[src/rtl/lfsr_seq_pkg.sv]
// Shared types and constants for the LFSR step sequencer.
package lfsr_seq_pkg;

    localparam int unsigned LFSR_W     = 4;
    localparam int unsigned STEPS_W    = 3;
    localparam int unsigned SEG_W      = 7;
    localparam int unsigned PRESCALE_W = 25;

    typedef enum logic [1:0] {
        ST_IDLE   = 2'd0,
        ST_RUN    = 2'd1,
        ST_DECODE = 2'd2,
        ST_SHOW   = 2'd3
    } seq_state_t;

    localparam logic [LFSR_W-1:0] SEED_A_DEF = 4'b1101;
    localparam logic [LFSR_W-1:0] SEED_B_DEF = 4'b1010;

    // Active-low {a,b,c,d,e,f,g} patterns.
    localparam logic [SEG_W-1:0] SEG_BLANK = 7'b1111111;
    localparam logic [SEG_W-1:0] SEG_ONE   = 7'b1001111;
    localparam logic [SEG_W-1:0] SEG_TWO   = 7'b0010010;
    localparam logic [SEG_W-1:0] SEG_THREE = 7'b0000110;
    localparam logic [SEG_W-1:0] SEG_FOUR  = 7'b1001100;
    localparam logic [SEG_W-1:0] SEG_ZERO  = 7'b0000001;

endpackage

[src/rtl/lfsr_pair_step.sv]
// One combined step of the coupled LFSR pair; B shifts in the pre-step A[0].
module lfsr_pair_step
    import lfsr_seq_pkg::*;
(
    input  logic [LFSR_W-1:0] a,
    input  logic [LFSR_W-1:0] b,
    output logic [LFSR_W-1:0] a_next,
    output logic [LFSR_W-1:0] b_next
);

    assign a_next = {a[0] ^ ~a[2], a[3:1]};
    assign b_next = {a[0], b[3:1]};

endmodule

[src/rtl/lfsr_step_sequencer.sv]
// Steps an LFSR pair a programmed number of times at a prescaled rate, then
// decodes the final pair onto an active-low seven-segment drive.
module lfsr_step_sequencer
    import lfsr_seq_pkg::*;
#(
    parameter int unsigned TICK_DIV = 20000000
) (
    input  logic               clk,
    input  logic               rst_n,
    input  logic               start,
    input  logic [LFSR_W-1:0]  seed_a,
    input  logic [LFSR_W-1:0]  seed_b,
    input  logic [STEPS_W-1:0] steps,
    output logic               busy,
    output logic               done,
    output logic [SEG_W-1:0]   seg,
    output logic [LFSR_W-1:0]  lfsr_a,
    output logic [LFSR_W-1:0]  lfsr_b
);

    localparam logic [PRESCALE_W-1:0] TICK_LAST = PRESCALE_W'(TICK_DIV - 1);

    seq_state_t           state, state_n;
    logic [PRESCALE_W-1:0] prescale, prescale_n;
    logic [STEPS_W-1:0]   remaining, remaining_n;
    logic [LFSR_W-1:0]    a_n, b_n, step_a_c, step_b_c;
    logic                 busy_n, done_n;
    logic [SEG_W-1:0]     seg_n, seg_decoded_c;
    logic                 tick_c;

    lfsr_pair_step u_step (
        .a      (lfsr_a),
        .b      (lfsr_b),
        .a_next (step_a_c),
        .b_next (step_b_c)
    );

    assign tick_c = (prescale == TICK_LAST);

    // Final-pair lookup; anything outside the table shows the default pattern.
    always_comb begin
        seg_decoded_c = SEG_ZERO;
        case ({lfsr_a, lfsr_b})
            8'b1101_1101: seg_decoded_c = SEG_ONE;
            8'b1110_1001: seg_decoded_c = SEG_TWO;
            8'b0101_1101: seg_decoded_c = SEG_THREE;
            8'b1010_1111: seg_decoded_c = SEG_FOUR;
            default:      seg_decoded_c = SEG_ZERO;
        endcase
    end

    // Next-state and next-output logic.
    always_comb begin
        state_n     = state;
        prescale_n  = prescale;
        remaining_n = remaining;
        a_n         = lfsr_a;
        b_n         = lfsr_b;
        seg_n       = seg;
        done_n      = 1'b0;
        busy_n      = 1'b0;
        case (state)
            ST_IDLE, ST_SHOW: begin
                if (start) begin
                    a_n         = seed_a;
                    b_n         = seed_b;
                    remaining_n = steps;
                    prescale_n  = '0;
                    state_n     = (steps != '0) ? ST_RUN : ST_DECODE;
                end
            end
            ST_RUN: begin
                if (tick_c) begin
                    prescale_n  = '0;
                    a_n         = step_a_c;
                    b_n         = step_b_c;
                    remaining_n = remaining - STEPS_W'(1);
                    if (remaining == STEPS_W'(1)) begin
                        state_n = ST_DECODE;
                    end
                end else begin
                    prescale_n = prescale + PRESCALE_W'(1);
                end
            end
            ST_DECODE: begin
                seg_n   = seg_decoded_c;
                done_n  = 1'b1;
                state_n = ST_SHOW;
            end
            default: state_n = ST_IDLE;
        endcase
        busy_n = (state_n == ST_RUN) || (state_n == ST_DECODE);
    end

    // State and output registers; reset blanks the display and reloads default seeds.
    always_ff @(posedge clk or negedge rst_n) begin
        if (!rst_n) begin
            state     <= ST_IDLE;
            prescale  <= '0;
            remaining <= '0;
            lfsr_a    <= SEED_A_DEF;
            lfsr_b    <= SEED_B_DEF;
            busy      <= 1'b0;
            done      <= 1'b0;
            seg       <= SEG_BLANK;
        end else begin
            state     <= state_n;
            prescale  <= prescale_n;
            remaining <= remaining_n;
            lfsr_a    <= a_n;
            lfsr_b    <= b_n;
            busy      <= busy_n;
            done      <= done_n;
            seg       <= seg_n;
        end
    end

endmodule

[config.mk]
export PLATFORM = sky130hd
export DESIGN_NAME = lfsr_step_sequencer
export DESIGN_NICKNAME = d
export VERILOG_FILES = /design/src/rtl/lfsr_seq_pkg.sv /design/src/rtl/lfsr_pair_step.sv /design/src/rtl/lfsr_step_sequencer.sv
export SDC_FILE = /design/constraint.sdc
export NUM_CORES = 1
export LEC_CHECK = 0
export BUFFER_PORTS_ARGS = -buffer_cell sky130_fd_sc_hd__buf_2
export CORE_UTILIZATION = 37
export DETAILED_ROUTE_END_ITERATION = 7
export SYNTH_ARGS = -nofsm -noshare
export SYNTH_HDL_FRONTEND = slang
export SYNTH_SLANG_ARGS = --single-unit
[constraint.sdc]
create_clock -name clk -period 3 [get_ports clk]
set_clock_uncertainty 0.2 [all_clocks]
set_input_delay 0.3 -clock clk [delete_from_list [all_inputs] [get_ports clk]]
set_output_delay 0.3 -clock clk [all_outputs]
set_load 0.02 [all_outputs]
# Word level (Yosys, flattened, before mapping)
# Index checks and enable logic that the tools add are counted.
# classes
multipliers	0
bitwise_logic	2
reduce_logical	7
n_mux	19
n_div	0
n_addsub	2
eq_ne	13
order_cmp	0
shift	0
# ops
operator	count
2-to-1 mux 25 bit	2
one-hot mux 25 bit (2 select lines)	1
one-hot mux 7 bit (4 select lines)	1
adder 25 x 1 -> 25 bit (second input constant)	1
== test 25 bit (second input constant)	1
== test 8 bit (second input constant)	3
2-to-1 mux 4 bit	4
one-hot mux 4 bit (2 select lines)	2
== test 8 x 7 -> 1 bit (second input constant)	1
2-to-1 mux 2 bit	4
== test 2 bit (second input constant)	3
2-to-1 mux 3 bit	2
one-hot mux 2 bit (3 select lines)	1
one-hot mux 3 bit (2 select lines)	1
== test 2 x 1 -> 1 bit (second input constant)	2
!= test 2 bit (second input constant)	2
== test 3 x 1 -> 1 bit (second input constant)	1
AND reduction 3 bit	1
nonzero test 3 bit	1
subtractor 3 x 1 -> 3 bit (second input constant)	1
zero test 2 bit	1
AND reduction 2 bit	1
nonzero test 2 bit	1
OR reduction 2 bit	1
4 further kinds	4
# word_totals
out_inout_bits	17
memories	0
romBits	0
reg_bits	47
in_bits	14
latch_bits	0
ramBits	0
elab_cells	51

# Longest topological paths before layout
# Gate-level depths: netlist of run 1.
# logic_depth
ltp_word	6
ltp_mapped	9
ltp_nobuf	7

# Cells and area by module
# From an unflattened synthesis of run 1, not the netlist that was laid out.
# hier_totals
hier_cells	270
hier_area_um2	2581.2
# modules_own_cells
module	cells_per_inst	n_inst	area_per_inst_um2	seq_area_each_um2
lfsr_step_sequencer	262	1	2519.9	1164.9
lfsr_pair_step	8	1	61.3	0.0

# Least setup slack after synthesis of run 1
# No wires, ideal clock.
# synth_timing
kind	reg2reg
start	register state[0]
end	register prescale[24]
setup_ns	0.121
path_slack_ns	0.855
period_less_slack_ns	2.145
arrival_time_ns	1.824
stages_incl_launch_ff	10
n_path_buf	2
required_ns	2.679
cell_sequence	dfrtp_1 -> inv_1 -> ha_1 -> buf_2 -> mux2_2 -> and2_1 -> clkbuf_1 -> nand4_1 -> xor2_1 -> nor2_1
# synth_via
elab_chain_cells	4
word_cells_on_any_way	8
cone_classes	eq/ne: 3; mux: 1; reduce/logical: 4
# synth_lines
element	line	text
start, declared	lfsr_step_sequencer.sv:23	seq_state_t state, state_n;
start signal, assigned	lfsr_step_sequencer.sv:107	state <= state_n;
== test 2 bit or zero test 2 bit (tied branches)	lfsr_step_sequencer.sv:62	case (state)
OR reduction 2 bit	lfsr_step_sequencer.sv:62	
!= test 2 bit (no line) or nonzero test 2 bit (tied branches)	--	
AND reduction 2 bit (no line)	--	
end signal, assigned	lfsr_step_sequencer.sv:108	prescale <= prescale_n;
end, declared	lfsr_step_sequencer.sv:24	logic [PRESCALE_W-1:0] prescale, prescale_n;
# Parallel ways exist; a longest one is shown, timed or not.
# A chain may end at the register's enable or synchronous reset.

# Final worst setup path of run 1
# layout_timing
start	register prescale[0]
end	register prescale[24]
# layout_via
elab_chain_cells	3
word_cells_on_any_way	4
cone_classes	add/sub: 1; eq/ne: 1; mux: 2
# layout_lines
element	line	text
adder 25 x 1 -> 25 bit or == test 25 bit (tied branches)	lfsr_step_sequencer.sv:82, lfsr_step_sequencer.sv:38	
2-to-1 mux 25 bit *	lfsr_step_sequencer.sv:73	if (tick_c) begin
one-hot mux 25 bit (2 select lines) *	lfsr_step_sequencer.sv:62	
# Every way passes the cells marked *; elsewhere a longest branch is shown, timed or not.

==> results.toml, run 1 <==
[outcome]
status = "finished, final reports clean"

[die]
rows = 30
io_pins = 31
die_area_um2 = 7311
fp.dieH_um = 85.51
start_util_pct = 38.19
die-width_um = 85.51
core-area_um2 = 6756

[pwr]
p_clk_share_pct = 41.6
swShare_pct = 20.59
power.density_nw_per_um2 = 377.0
internal-power_w = 0.0008768
power_frac_seq_pct = 56.2
p_leak_nw = 1.336
ir_drop_mv = 0.1862
p_sw_w = 0.0002273
combPwrFrac_pct = 2.2

[synth]
ys_ff_latch = 46
yosys.area.top_type_share_pct = 33.95
synthCells = 279
async_reset_ff_share_pct = 100.0
synthDistinctLibCells = 50
syn_area_per_cell_um2 = 9.247
netlist_area_um2 = 2580
synth_edf_count = 0
synthTopCellsByArea = "dfrtp_1 (34%), dfstp_2 (11%), nor2_1 (4.8%), xor2_1 (4.4%), nand3_1 (4.3%)"
synth_fp_nets = 298
yosys_warnings = 0
yosysTopAreaCell = "dfrtp_1"
yosysMostFrequentCell = "dfrtp_1"
ys.flop_type = "dfrtp_1"
synth_commonest_cells = "dfrtp_1 (35), nor2_1 (33), nand3_1 (22), nand2_1 (19), inv_1 (17)"
yosysSeqAreaShare_pct = 45.15

[global_routing]
grt_pass1_wl_um = 9673
grt_usage_pct = 16.84
antenna_found_initial = 0
grt_max_degree = 36
first_global_vias = 2010
gr-total-overflow = 0

[cells_and_area]
multi_input_area_um2 = 1277
drive_above_1_share_pct = 20.39
diodes = 0
layout.cells.non_filler = 389
fillers = 659
area_delta_synth_final_pct = 13.53
post-route-util_pct = 43.35
seqCellArea_um2 = 1165
finish.net_count = 327

[route]
drt-total-wl_um = 5751
drtIter0Drc = 111
drc = 0
via_count = 2160
ant_nets = 0
wl_per_cell_um = 14.78
viasPerCell = 5.553
firstDrtPassIters = 4

[cts]
cts_setup_buffers = 0
cts_tree = "done"
path_clk_slew_ns = 0.09
clockBufferDepth = 2
insertion_delay_ns = 0.30
cts-root-buf = "clkbuf_8"
cts-buffers-inserted = 5
cts_num_sinks = 46
htreeDepth = 2

[critical_path]
arrival_ns = 2.39
crit_path_end_kind = "flip-flop"
reg2reg_to = "prescale[24]"
rrSetupSlack_ns = 0.60
critPathLaunchType = "flip-flop"
required_ns = 2.99
worstRegToRegCells = 7
critPathKind = "flip-flop to flip-flop"
cp_max_fo = 15
timing.rr.start = "prescale[0]"
cp-startpoint = "prescale[0]"

[sta]
setup_tns_ns = 0
fmax_mhz = 416.0
hold_viol = 0
finalCritPeriodShare_pct = 80.13
whs_ns = 0.05181
drv_slew = 0
layout_min_cycle_time_ns = 2.404
tightest_slew_ns = 0.5463
maxSlewHeadroom_pct = 63.30
setup_viol = 0
rsz0062_at_grt = "false"

[flow_run]
max_cap_viol_count = 0

[place]
place_inst = 380
globalplace.congestion = 0.7980
io_buffers = 30
dp_hpwl_um = 4083

[worst_hold_path]
hold_path_class = "input port to flip-flop"
hold_start = "seed_a[1]"
min_to = "lfsr_a[1]"
min_delay_path_depth = 3
==> critical path: stages (launching register included) <==
cell and delay, ns:
dfrtp_1 0.41, ha_1 0.20, and3_1 0.24, and4_1 0.36
a21oi_1 0.12, nor2_1 0.38, buf_4 0.30, nor2_1 0.07
==> layer usage <==
layer / routed length (µm) / share of wire [%] / vias to the layer above / track usage [%]
met5: 0 / 0 / - / 0
met4: 51 / 0.89 / 0 / 5.000
met3: 206 / 3.6 / 5 / 3.561
met2: 2739 / 48 / 42 / 27.49
met1: 2754 / 48 / 1055 / 22.60
li1: - / - / 1058 / -
==> logic make-up after synthesis <==
family | count (synthesis) | synth area share (%)
muxes | 2 | 0.8244
adders and majority gates | 5 | 2.425
buffers and inverters | 33 | 5.480
and+or+nand+nor | 122 | 26.48
DFF | 46 | 45.15
AOI/OAI and AO/OA | 55 | 14.21
xor gates and xnor gates | 16 | 5.432
==> how the worst max path moves through the flow <==
stage / cells past startpoint / slack (ns) / endpoint
floorplan: 9 / 0.85 / prescale[24]
global placement: 7 / 0.59 / prescale[24]
detailed placement: 7 / 0.59 / prescale[24]
CTS: 7 / 0.58 / prescale[24]
global route: 6 / 0.36 / prescale[23]
finish: 7 / 0.60 / prescale[24]
==> what timing repair did <==
item,CTS,global route
resized for setup,0,0
hold buffers,1,0
endpoints found under the hold margin,11,0
==> final cells by class <==
cell class / count / area share, %
flip-flops and latches: 46 / 39.77
multi-input cells: 200 / 43.61
repair buffers: 38 / 7.262
clock inverters: 2 / 1.282
inverters: 17 / 2.179
clock buffers: 6 / 2.478
well taps: 80 / 3.417
==> power by group through the flow <==
stage / registers, W / logic, W / clock network, W
after floorplan: 0.000632 / 0.000000423 / 0
after global placement: 0.000632 / 0.0000242 / 0
after detailed placement: 0.000632 / 0.0000245 / 0
after CTS: 0.000620 / 0.0000256 / 0.000475
after global routing: 0.000620 / 0.0000283 / 0.000499
final: 0.000620 / 0.0000243 / 0.000460
==> cell usage in the layout, fill, tap and decap left out, drive strengths merged, types with 4 or more instances in the layout <==
master  netlist  routed
dfstp        11      11
dfrtp        35      35
and2          4       4
ha            5       5
buf           8      37
inv          17      17
nand4        13      13
a21oi        11      11
o311ai        4       4
nor2         33      33
xor2         13      13
clkbuf        8       6
nor3          7       7
and3          6       6
o22ai         6       6
o221ai        4       4
nand3        22      22
nand2        20      20
o21ai        11      11
==> flip-flops by register name, indices dropped and copies added, names as in the netlist <==
register,flops
busy,1
lfsr_b,4
state,2
lfsr_a,4
done,1
seg,6
prescale,25
remaining,3
==> stage by stage <==
| step | power, W | setup slack, ns | cell area, µm² |
|---|---|---|---|
| after floorplan | 0.0006325 | 0.8547 | 2580 |
| after global placement | 0.0006561 | 0.5923 | 2809 |
| after detailed placement | 0.0006565 | 0.5922 | 2809 |
| after CTS | 0.001121 | 0.5817 | 2929 |
| after global routing | 0.001148 | 0.3645 | 2929 |
| final | 0.001104 | 0.5960 | 2929 |
No activity file was read; power rests on OpenSTA's default activity.
==> run 2: changes to the inputs <==
--- a/config.mk
+++ b/config.mk
@@ -5,6 +5,7 @@
 export SDC_FILE = /design/constraint.sdc
 export NUM_CORES = 1
 export LEC_CHECK = 0
+export ABC_AREA = 1
 export BUFFER_PORTS_ARGS = -buffer_cell sky130_fd_sc_hd__buf_2
 export CORE_UTILIZATION = 37
 export DETAILED_ROUTE_END_ITERATION = 7
==> constraint.sdc (replaced) <==
create_clock -name clk -period 2 [get_ports clk]
set_clock_uncertainty 0.2 [all_clocks]
set_input_delay 0.2 -clock clk [delete_from_list [all_inputs] [get_ports clk]]
set_output_delay 0.2 -clock clk [all_outputs]
set_load 0.02 [all_outputs]
==> results.toml, run 2 <==
[die]
io_pins = 31
die-width_um = 88.61
core-area_um2 = 7253
rows = 31
die_area_um2 = 7851
fp.dieH_um = 88.61
start_util_pct = 38.26

[sta]
finalCritPeriodShare_pct = 99.96
fmax_mhz = 500.2
setup_viol = 0
rsz0062_at_grt = "true"
tightest_slew_ns = 0.7308
layout_min_cycle_time_ns = 1.999
hold_viol = 0
fin_ws_ns = 0.0008433
maxSlewHeadroom_pct = 51.28
drv_slew = 0

[synth]
synth_edf_count = 0
synthAdderAreaFrac_pct = 2.254
async_reset_ff_share_pct = 100.0
yosys_warnings = 0
synth_compound_area_share_pct = 10.60
synth_top_family_by_area = "simple AND/OR/NAND/NOR gates"
synth_mux_area_share_pct = 0
synth_fp_nets = 383
ys.flop_type = "dfrtp_1"
syn_area_per_cell_um2 = 7.624
yosys.area.top_type_share_pct = 31.56
ys_ff_latch = 46
yosysSeqAreaShare_pct = 41.97
yosysTopAreaCell = "dfrtp_1"
netlist_area_um2 = 2775
synthDistinctLibCells = 40
yosysMostFrequentCell = "nand2_1"
yosys.area_share.simple_pct = 32.55
synth-xor-area-share_pct = 2.840
synthTopCellsByArea = "dfrtp_1 (32%), nand2_1 (11%), dfstp_2 (10%), nor2_1 (8.0%), inv_1 (6.9%)"
synthCells = 364
synth_commonest_cells = "nand2_1 (80), nor2_1 (59), inv_1 (51), dfrtp_1 (35), o21ai_0 (26)"

[critical_path]
reg2reg_to = "prescale[23]"
crit_path_end_kind = "flip-flop"
rrSetupSlack_ns = 0.0008
required_ns = 2.04
critPathLaunchType = "flip-flop"
critPathKind = "flip-flop to flip-flop"
cp_max_fo = 6
timing.rr.start = "state[1]"
worstRegToRegCells = 10
arrival_ns = 2.04

[cts]
cts-root-buf = "clkbuf_8"
clockBufferDepth = 2
htreeDepth = 2
cts_tree = "done"
cts_num_sinks = 46
cts-buffers-inserted = 5
insertion_delay_ns = 0.31
path_clk_slew_ns = 0.09

[place]
dp_hpwl_um = 5072
place_inst = 512
globalplace.congestion = 0.8924
io_buffers = 30
place_ws_ns = -0.01209

[cells_and_area]
post-route-util_pct = 47.78
finish.net_count = 453
fillers = 734
layout.cells.non_filler = 534
layout_commonest_cell = "nand2_1"
diodes = 0
drive_above_1_share_pct = 27.36
area_delta_synth_final_pct = 24.89
final_cell_mix = "nand2_1 (78), nor2_1 (55), inv_1 (49)"
largestRegisters = "prescale x25, seg x6"
top_register = "prescale"
largest_reg_flops = 25

[outcome]
status = "finished, final reports clean"

[global_routing]
grt_pass1_wl_um = 11080
grt_usage_pct = 18.65
gr-total-overflow = 0
antenna_found_initial = 0
first_global_vias = 2337
grt_max_degree = 31

[route]
drtIter0Drc = 224
drc = 0
ant_nets = 0
drt-total-wl_um = 6867
via_count = 2597
firstDrtPassIters = 5
wl_per_cell_um = 12.86
viasPerCell = 4.863

[flow_run]
max_cap_viol_count = 0

[worst_hold_path]
min_to = "lfsr_b[1]"
min_delay_path_depth = 5
hold_start = "seed_b[1]"
hold_path_class = "input port to flip-flop"

[pwr]
power.density_nw_per_um2 = 1314
p_clk_share_pct = 13.3
combPwrFrac_pct = 55.0
ir_drop_mv = 0.6425
p_leak_nw = 1.686
power_frac_seq_pct = 31.7
internal-power_w = 0.002486
finalPower_w = 0.004554
swShare_pct = 45.40
p_sw_w = 0.002067
## run 2: changes by cell type after synthesis, sizes merged, moves of 6 or more
cell    change
clkbuf      -6
and3        -6
o21ai      +18
o22ai       -6
xor2        -7
nor2       +29
a21oi       -6
nand2      +64
inv        +36
## run 2: routing by layer
metal	track usage (%)	up-vias	routed length, µm
li1	-	1305	-
met1	25.93	1209	3151
met2	29.58	73	3310
met3	3.172	10	297
met4	6.158	0	108
met5	0	-	0
## run 2: worst max-delay path by stage
| stage | start | to | cells after the start |
|---|---|---|---|
| finish | state[1] | prescale[23] | 10 |
| global route | state[1] | prescale[24] | 8 |
| CTS | state[0] | prescale[23] | 10 |
| detailed placement | state[0] | prescale[23] | 10 |
| global placement | state[0] | prescale[23] | 10 |
| floorplan | state[0] | prescale[13] | 9 |
## run 2: metrics by stage
stage	setup TNS, ns	cell area (µm²)	hold slack [ns]
3_3_place_gp	0	3181	0.1051
2_1_floorplan	0	2775	-0.2956
3_5_place_dp	-0.01209	3181	0.1066
6_report	0	3466	0.01027
5_1_grt	-0.2493	3466	0.01708
4_1_cts	0	3328	0.002263
## run 2: power by group through the flow
stage | combinational, W | sequential, W | clock (W)
2_1_floorplan | 0.00141 | 0.00162 | 0
6_report | 0.00251 | 0.00144 | 0.000607
3_3_place_gp | 0.00221 | 0.00144 | 0
4_1_cts | 0.00227 | 0.00143 | 0.000633
3_5_place_dp | 0.00224 | 0.00145 | 0
5_1_grt | 0.00278 | 0.00147 | 0.000675
## run 2: what timing repair did
action	CTS	global route
pin swaps	1	8
setup buffers	0	9
hold buffers	5	0
gates resized for setup	1	20
endpoints found under the hold margin	21	0
setup endpoints to repair	2	21
## run 2: final cells by class
cell class	count	area [µm²]	area share, %
multi-input combinational	257	1405	40.54
timing repair buffer	70	470.5	13.57
tap	99	123.9	3.574
inverter	54	207.7	5.993
sequential	46	1165	33.61
clock buffer	5	68.82	1.986
clock inverter	3	25.02	0.7220
## run 2: cells by family (layout without fill, tap and decap cells)
kind of cell               after synthesis  count (layout)
buffers and inverters                   61             132
and+or+nand+nor                        195             195
adders and majority gates                5               5
AOI/OAI and AO/OA                       48              48
xor gates and xnor gates                 9               9
DFF                                     46              46
## run 2: worst max-delay path: stages (launching register included)
cell	delay, ns
dfrtp_1	0.43
ha_4	0.28
o21ai_4	0.21
buf_4	0.15
buf_6	0.12
nand3_4	0.08
nor2_4	0.10
nand2_2	0.08
o21ai_2	0.12
nand2_1	0.05
nor2_1	0.10
==> run 3: changes to the inputs <==
--- a/config.mk
+++ b/config.mk
@@ -9,6 +9,7 @@
 export BUFFER_PORTS_ARGS = -buffer_cell sky130_fd_sc_hd__buf_2
 export CORE_UTILIZATION = 37
 export DETAILED_ROUTE_END_ITERATION = 7
+export RECOVER_POWER = 100
 export SYNTH_ARGS = -nofsm -noshare
 export SYNTH_HDL_FRONTEND = slang
 export SYNTH_SLANG_ARGS = --single-unit
==> results.toml, run 3 (synthesized netlist as in run 2, its figures left out) <==
[outcome]
status = "finished, final reports clean"

[sta]
fmax_mhz = 501.0
finalCritPeriodShare_pct = 99.80
hold_viol = 0
fin_ws_ns = 0.004038
setup_viol = 0
rsz0062_at_grt = "true"
drv_slew = 0
maxSlewHeadroom_pct = 46.49
layout_min_cycle_time_ns = 1.996
whs_ns = 0.006313
tightest_slew_ns = 0.8026

[die]
die-width_um = 88.61
fp.dieH_um = 88.61
start_util_pct = 38.26
io_pins = 31
core-area_um2 = 7253
rows = 31
die_area_um2 = 7851

[critical_path]
cp_cell_sequence = "ha_4 > o21ai_4 > buf_4 > buf_6 > nand3_4 > nor2_4 > nand2_2 > o21ai_2 > nand2_1 > nor2_1"
path_buf_inv = 2
critPathSlowestCell = "dfrtp_1"
critPathMaxStageDelay_ns = 0.43
required_ns = 2.04
crit_path_end_kind = "flip-flop"
worstRegToRegCells = 10
reg2reg_to = "prescale[23]"
rrSetupSlack_ns = 0.004
timing.rr.start = "state[1]"
cp_max_fo = 6
cpLargestDelayFamily = "flip-flops"
critPathLaunchType = "flip-flop"
arrival_ns = 2.04
critPathKind = "flip-flop to flip-flop"

[cts]
insertion_delay_ns = 0.31
cts_num_sinks = 46
cts_tree = "done"
cts-root-buf = "clkbuf_8"
path_clk_slew_ns = 0.09
clockBufferDepth = 2
htreeDepth = 2
cts-buffers-inserted = 5

[cells_and_area]
largestRegisters = "prescale x25, seg x6"
layout_commonest_cell = "nand2_1"
finish.net_count = 453
top_register = "prescale"
diodes = 0
layout.cells.non_filler = 534
fillers = 745
final_cell_mix = "nand2_1 (78), nor2_1 (56), inv_1 (49)"
multi_input_area_um2 = 1400
drive_above_1_share_pct = 22.76
area_delta_synth_final_pct = 23.71
seqCellArea_um2 = 1165
post-route-util_pct = 47.33
largest_reg_flops = 25

[route]
drt-total-wl_um = 6922
via_count = 2585
drc = 0
ant_nets = 0
drtIter0Drc = 226
viasPerCell = 4.841
firstDrtPassIters = 4
wl_per_cell_um = 12.96

[place]
dp_hpwl_um = 5072
place_ws_ns = -0.01209
place_inst = 512
globalplace.congestion = 0.8924
io_buffers = 30

[global_routing]
grt_max_degree = 31
first_global_vias = 2337
antenna_found_initial = 0
grt_pass1_wl_um = 11080
grt_usage_pct = 18.65
gr-total-overflow = 0

[pwr]
power.density_nw_per_um2 = 1316
ir_drop_mv = 0.6457
finalPower_w = 0.004518
p_leak_nw = 1.630

[worst_hold_path]
hold_path_class = "input port to flip-flop"
min_to = "lfsr_b[1]"
min_delay_path_depth = 5
hold_start = "seed_b[1]"

[flow_run]
max_cap_viol_count = 0
## run 3: cell count changes in the layout (fill, tap and decap cells not counted), sizes merged
| cell | previous run | this run |
|---|---|---|
| buf | 65 | 46 |
| clkbuf | 5 | 24 |
## run 3: worst min-delay path: stages
cell and delay (ns):
buf_2 0.07, nand2_1 0.04, o21ai_0 0.06, nand2_1 0.05
o21ai_0 0.06
## run 3: through the flow
stage | area [µm²] | setup TNS (ns)
after CTS | 3328 | 0
after global routing | 3433 | -0.6626
final | 3433 | 0
after floorplan | 2775 | 0
after global placement | 3181 | 0
after detailed placement | 3181 | -0.01209
## run 3: cell type report
class	count	area share, %
Clock buffer	5	2.004
Clock inverter	3	0.7289
Inverter	54	6.050
Multi-Input combinational cell	257	40.78
Sequential cell	46	33.93
Tap cell	99	3.608
Timing Repair Buffer	70	12.90
## run 3: routing by layer
metal	up-vias	routed length, µm	global-route usage [%]
li1	1306	-	-
met1	1211	3191	25.93
met2	61	3327	29.58
met4	0	98	6.158
met5	-	0	0
met3	7	305	3.172
## run 3: worst max path at each step
stage	end	start	cells past startpoint
floorplan	prescale[13]	state[0]	9
global placement	prescale[23]	state[0]	10
detailed placement	prescale[23]	state[0]	10
CTS	prescale[23]	state[0]	10
global route	prescale[24]	state[1]	8
finish	prescale[23]	state[1]	10
## run 3: timing repair
action                                  4_1_cts  5_1_grt
endpoints found under the hold margin        21        0
endpoints found under the setup margin        2       21
pin swaps                                     1        8
resized for setup                             1       20
buffers inserted                              0        9
hold buffers                                  5        0
cloned                                        0        0
## run 3: where the power goes
part           total (W)  leakage, nW  internal (W)  switching [W]
Sequential       0.00145        0.584       0.00126       0.000188
Combinational    0.00247         1.00      0.000933        0.00153
Clock           0.000607       0.0447      0.000253       0.000354
Total            0.00452         1.63       0.00244        0.00208
